## src/rtl/uart_rx.sv

```systemverilog
// Oversampling UART receiver: 2-flop synchronizer, majority-vote bit sampling,
// optional even/odd parity and registered one-cycle result pulses.
module uart_rx #(
    parameter int unsigned DATA_WIDTH = 8,
    parameter int unsigned OVERSAMPLE = 8
) (
    input  logic                  CLK,
    input  logic                  RST,
    input  logic                  RX_IN,
    input  logic                  PAR_EN,
    input  logic                  PAR_TYP,
    output logic [DATA_WIDTH-1:0] P_DATA,
    output logic                  data_valid,
    output logic                  par_err,
    output logic                  stp_err,
    output logic                  busy
);

    localparam int unsigned TICK_W = $clog2(OVERSAMPLE);
    localparam int unsigned CNT_W  = (DATA_WIDTH > 1) ? $clog2(DATA_WIDTH) : 1;

    localparam logic [TICK_W-1:0] TICK_LAST = TICK_W'(OVERSAMPLE - 1);
    localparam logic [TICK_W-1:0] TICK_S0   = TICK_W'(OVERSAMPLE / 2 - 1);
    localparam logic [TICK_W-1:0] TICK_S1   = TICK_W'(OVERSAMPLE / 2);
    localparam logic [TICK_W-1:0] TICK_S2   = TICK_W'(OVERSAMPLE / 2 + 1);
    localparam logic [CNT_W-1:0]  BIT_LAST  = CNT_W'(DATA_WIDTH - 1);

    typedef enum logic [2:0] {
        StIdle,
        StStart,
        StData,
        StParity,
        StStop
    } state_e;

    state_e state_q, state_d;

    logic sync_q, rx_s_q;

    logic [TICK_W-1:0]     tick_q, tick_d;
    logic [CNT_W-1:0]      bit_cnt_q, bit_cnt_d;
    logic [DATA_WIDTH-1:0] shift_q, shift_d;
    logic [2:0]            samp_q, samp_d;
    logic                  par_en_q, par_en_d;
    logic                  par_typ_q, par_typ_d;
    logic                  par_flag_q, par_flag_d;
    logic [DATA_WIDTH-1:0] p_data_q, p_data_d;
    logic                  dv_q, dv_d;
    logic                  pe_q, pe_d;
    logic                  se_q, se_d;

    logic tick_last;
    logic bit_last;
    logic bit_val;

    // Synchronizer resets to the idle line level so reset never looks like a start bit.
    always_ff @(posedge CLK or negedge RST) begin
        if (!RST) begin
            sync_q <= 1'b1;
            rx_s_q <= 1'b1;
        end else begin
            sync_q <= RX_IN;
            rx_s_q <= sync_q;
        end
    end

    assign tick_last = (tick_q == TICK_LAST);
    assign bit_last  = (bit_cnt_q == BIT_LAST);
    assign bit_val   = (samp_q[0] & samp_q[1]) | (samp_q[0] & samp_q[2]) |
                       (samp_q[1] & samp_q[2]);

    // State register
    always_ff @(posedge CLK or negedge RST) begin
        if (!RST) begin
            state_q <= StIdle;
        end else begin
            state_q <= state_d;
        end
    end

    // Next-state logic
    always_comb begin
        state_d = state_q;
        unique case (state_q)
            StIdle: begin
                if (!rx_s_q) begin
                    state_d = StStart;
                end
            end
            StStart: begin
                if (tick_last) begin
                    state_d = bit_val ? StIdle : StData;
                end
            end
            StData: begin
                if (tick_last && bit_last) begin
                    state_d = par_en_q ? StParity : StStop;
                end
            end
            StParity: begin
                if (tick_last) begin
                    state_d = StStop;
                end
            end
            StStop: begin
                if (tick_last) begin
                    state_d = StIdle;
                end
            end
            default: state_d = StIdle;
        endcase
    end

    // Datapath and output next-state logic
    always_comb begin
        tick_d     = tick_q;
        bit_cnt_d  = bit_cnt_q;
        shift_d    = shift_q;
        samp_d     = samp_q;
        par_en_d   = par_en_q;
        par_typ_d  = par_typ_q;
        par_flag_d = par_flag_q;
        p_data_d   = p_data_q;
        dv_d       = 1'b0;
        pe_d       = 1'b0;
        se_d       = 1'b0;

        if (state_q == StIdle) begin
            // The IDLE cycle that sees the low line is tick 0 of the start bit.
            tick_d = rx_s_q ? '0 : TICK_W'(1);
            if (!rx_s_q) begin
                par_en_d   = PAR_EN;
                par_typ_d  = PAR_TYP;
                par_flag_d = 1'b0;
                bit_cnt_d  = '0;
            end
        end else begin
            tick_d = tick_last ? '0 : tick_q + 1'b1;
            if (tick_q == TICK_S0) samp_d[0] = rx_s_q;
            if (tick_q == TICK_S1) samp_d[1] = rx_s_q;
            if (tick_q == TICK_S2) samp_d[2] = rx_s_q;
        end

        if (tick_last) begin
            unique case (state_q)
                StData: begin
                    shift_d   = {bit_val, shift_q[DATA_WIDTH-1:1]};
                    bit_cnt_d = bit_last ? '0 : bit_cnt_q + 1'b1;
                end
                StParity: begin
                    if (bit_val != ((^shift_q) ^ par_typ_q)) begin
                        par_flag_d = 1'b1;
                    end
                end
                StStop: begin
                    if (!par_flag_q && bit_val) begin
                        dv_d     = 1'b1;
                        p_data_d = shift_q;
                    end else begin
                        pe_d = par_flag_q;
                        se_d = ~bit_val;
                    end
                end
                default: ;
            endcase
        end
    end

    always_ff @(posedge CLK or negedge RST) begin
        if (!RST) begin
            tick_q     <= '0;
            bit_cnt_q  <= '0;
            shift_q    <= '0;
            samp_q     <= '0;
            par_en_q   <= 1'b0;
            par_typ_q  <= 1'b0;
            par_flag_q <= 1'b0;
            p_data_q   <= '0;
            dv_q       <= 1'b0;
            pe_q       <= 1'b0;
            se_q       <= 1'b0;
        end else begin
            tick_q     <= tick_d;
            bit_cnt_q  <= bit_cnt_d;
            shift_q    <= shift_d;
            samp_q     <= samp_d;
            par_en_q   <= par_en_d;
            par_typ_q  <= par_typ_d;
            par_flag_q <= par_flag_d;
            p_data_q   <= p_data_d;
            dv_q       <= dv_d;
            pe_q       <= pe_d;
            se_q       <= se_d;
        end
    end

    assign P_DATA     = p_data_q;
    assign data_valid = dv_q;
    assign par_err    = pe_q;
    assign stp_err    = se_q;
    assign busy       = (state_q != StIdle);

endmodule

```

## config.mk

```make
export PLATFORM = sky130hd
export DESIGN_NAME = uart_rx
export DESIGN_NICKNAME = d
export VERILOG_FILES = /design/src/rtl/uart_rx.sv
export SDC_FILE = /design/constraint.sdc
export NUM_CORES = 1
export LEC_CHECK = 0
export CAP_MARGIN = 5
export CORE_MARGIN = 5
export CORE_UTILIZATION = 35
export DETAILED_ROUTE_END_ITERATION = 7
export RECOVER_POWER = 50
export SYNTH_ARGS = -nofsm -noshare
export SYNTH_HDL_FRONTEND = slang
export SYNTH_SLANG_ARGS = --single-unit
```

## constraint.sdc

```tcl
create_clock -name CLK -period 3.15 [get_ports CLK]
set_input_delay 0.63 -clock CLK [delete_from_list [all_inputs] [get_ports CLK]]
set_output_delay 0.63 -clock CLK [all_outputs]
set_load 0.02 [all_outputs]
```

==> flow_summary.yaml <==
synthesis:
  ys_types: 31
  synth_top_area_share_pct: 52.11
  synth_ff_type: "dfrtp_1"
  synth_edf_count: 0
  async_reset_ff_share_pct: 100.0
  syn_avg_cell_area_um2: 13.38
  yosysSeqAreaShare_pct: 55.33
  synth_common_cells: "34 x dfrtp_1, 20 x mux2_2, 8 x inv_1, 8 x nor2_1, 7 x ha_1"
  ys_top_cells_by_area: "dfrtp_1 52%, mux2_2 14%, ha_1 5.4%"
  synth_area_leader_cell: "dfrtp_1"
  synth_warnings: 0
  ys_ff_latch: 36
  synthCells: 122
  syn_nets: 134
  synth_most_common_cell: "dfrtp_1"
  synth_area_um2: 1633
drt:
  dr.pass1.iters: 4
  ant_nets: 0
  drc: 0
  viasPerCell: 4.832
  num_vias: 947
  wl_mm: 2.777
  routedWlPerCell_um: 14.17
  met1Wirelength_mm: 1.293
  topRoutingLayerUsed: "met4"
  routed-wl-met2_mm: 1.312
  drt-initial-drc-count: 33
  met3WireLength_um: 114
sta:
  hold_viol: 0
  finalCriticalPeriod_ns: 2.439
  setup_viol: 0
  slew_violations: 0
  rsz0062_at_grt: "false"
  period_share_pct: 77.44
  worstMarginPinSlew_ns: 0.5345
  max_slew_margin_pct: 64.24
  fin_tns_setup_ns: 0
  max_freq_mhz: 410.0
  finalClockSkew_ns: 0.006090
worst_setup_path:
  critPathSlowestCell: "clkdlybuf4s50_1"
  worstRegToRegCells: 3
  reg2reg_slack_ns: 1.23
  r2r-end: "par_typ_q$_DFFE_PN0P_"
  cp.required_ns: 2.52
  r2r_start: "state_q[1]$_DFFE_PN0P_"
  path_cells: "or3_1 -> clkdlybuf4s50_1"
  cp-start-kind: "flop"
  cp_slowest_stage_delay_ns: 0.59
  worstSetupStartpoint: "state_q[1]$_DFFE_PN0P_"
  cp-end-kind: "primary output"
  arrival_ns: 1.81
  worstSetupPathType: "reg2out"
  crit_fanout: 9
floorplanning:
  num_rows: 24
  ios: 17
  die_area_um2: 6131
  initial_core_util_pct: 36.74
  core_area_um2: 4444
  fp.dieH_um: 78.30
  die_x_um: 78.30
placed_design:
  dpl_cell_area_um2: 1839
  hpwlAfterDp_mm: 1.888
  gp_congestion: 0.7552
  port_buffers: 16
clock_tree:
  clock_path_buffers: 2
  cts_sinks: 36
  cts_resized: 0
  clkTransAtPathRegs_ns: 0.06
  cts_max_level: 2
  cts_hold_buf: 0
  insertion_delay_ns: 0.28
  cts_setup_buffers: 0
  cts_tree: "yes"
  clockRootBuffer: "clkbuf_8"
  cts_buffers: 5
grt:
  grt_pass1_wl_mm: 4.830
  grt_max_degree: 37
  grt_pass1_vias: 1023
  track_usage_pct: 10.04
  grt_overflow: 0
  antenna_found_initial: 0
worst_hold_path:
  holdPathStages: 0
  min_to: "rx_s_q$_DFF_PN1_"
  hold_path_startpoint: "sync_q$_DFF_PN1_"
  hold_class: "reg2reg"
outcome:
  outcome: "completed"
power_and_ir_drop:
  power_w: 0.001244
  vdd_ir_drop_max_uv: 323.2
  p_per_area_nw_per_um2: 654.4
  p_leak_nw: 0.9059
finish:
  layout-drive-gt1-share_pct: 26.39
  diodes: 0
  syn_to_final_growth_pct: 16.40
  final_core_util_pct: 42.76
  final_cell_area_um2: 1901
  layout.nets: 156
job:
  drv_cap: 0
## power breakdown
| group | internal (W) | switching (W) | leakage (nW) | total, W |
|---|---|---|---|---|
| combinational | 0.000165 | 0.000164 | 0.391 | 0.000330 |
| clock | 0.000150 | 0.000146 | 0.0410 | 0.000297 |
| sequential | 0.000545 | 0.0000725 | 0.473 | 0.000617 |
| total | 0.000860 | 0.000383 | 0.906 | 0.00124 |
## flip-flops by register name, summed over array words and instances, names as in the netlist, 3 cells and up
register	count
P_DATA	8
bit_cnt_q	3
samp_q	3
shift_q	8
state_q	3
tick_q	3
## per-stage QoR
stage	hold WS [ns]	worst slack, ns	std cells
floorplan	0.3344	1.392	122
global placement	0.3464	0.9486	189
global route	0.3575	0.6388	196
finish	0.3550	0.7108	196
CTS	0.3566	0.6177	196
detailed placement	0.3479	0.9296	189
## cell families after synthesis
| logic type | Yosys count | share of synthesized area, % |
|---|---|---|
| mux | 20 | 13.79 |
| compound gates | 13 | 5.824 |
| xor+xnor | 8 | 5.594 |
| buf+inv | 11 | 3.908 |
| flops | 36 | 55.33 |
| simple gates | 26 | 9.503 |
| fa+ha+maj | 8 | 6.053 |
## worst max path at each step
| stage | endpoint | slack [ns] | depth (start not counted) |
|---|---|---|---|
| global route | busy | 0.64 | 2 |
| floorplan | shift_q[0]$_DFFE_PN0P_ | 1.39 | 6 |
| finish | busy | 0.71 | 2 |
| CTS | busy | 0.62 | 2 |
| detailed placement | busy | 0.93 | 2 |
| global placement | busy | 0.95 | 2 |
## cell type report
class / count / area (µm²)
sequential: 36 / 903.4
tap: 52 / 65.06
inverter: 8 / 30.03
clock inverter: 1 / 5.005
timing repair buffer: 18 / 175.2
clock buffer: 6 / 72.57
multi-input combinational: 75 / 649.4
fill: 407 / 2544
## cell usage in the layout (no fill, tap or decap), types with 2 or more instances in the layout
cell type / instances
dfrtp_1: 34
mux2_2: 20
clkdlybuf4s50_1: 14
nor2_1: 9
inv_1: 8
ha_1: 7
xnor2_1: 5
nand2_1: 5
o21ai_0: 5
clkbuf_8: 5
nand3_1: 3
nor2b_1: 2
a21oi_1: 2
dlygate4sd3_1: 2
buf_4: 2
dfstp_2: 2
## critical path, delay by kind of cell (launching register included)
family / cells / cell delay [ns]
DFF: 1 / 0.46
buffers and inverters: 1 / 0.59
and+or+nand+nor: 1 / 0.49
## routing by layer
layer  GRT usage, %  vias to the layer above
li1               -                      458
met1          12.11                      465
met2          16.27                       20
met3          2.632                        4
met4          5.769                        0
met5              0                        -
No activity file was read; power rests on OpenSTA's default activity.
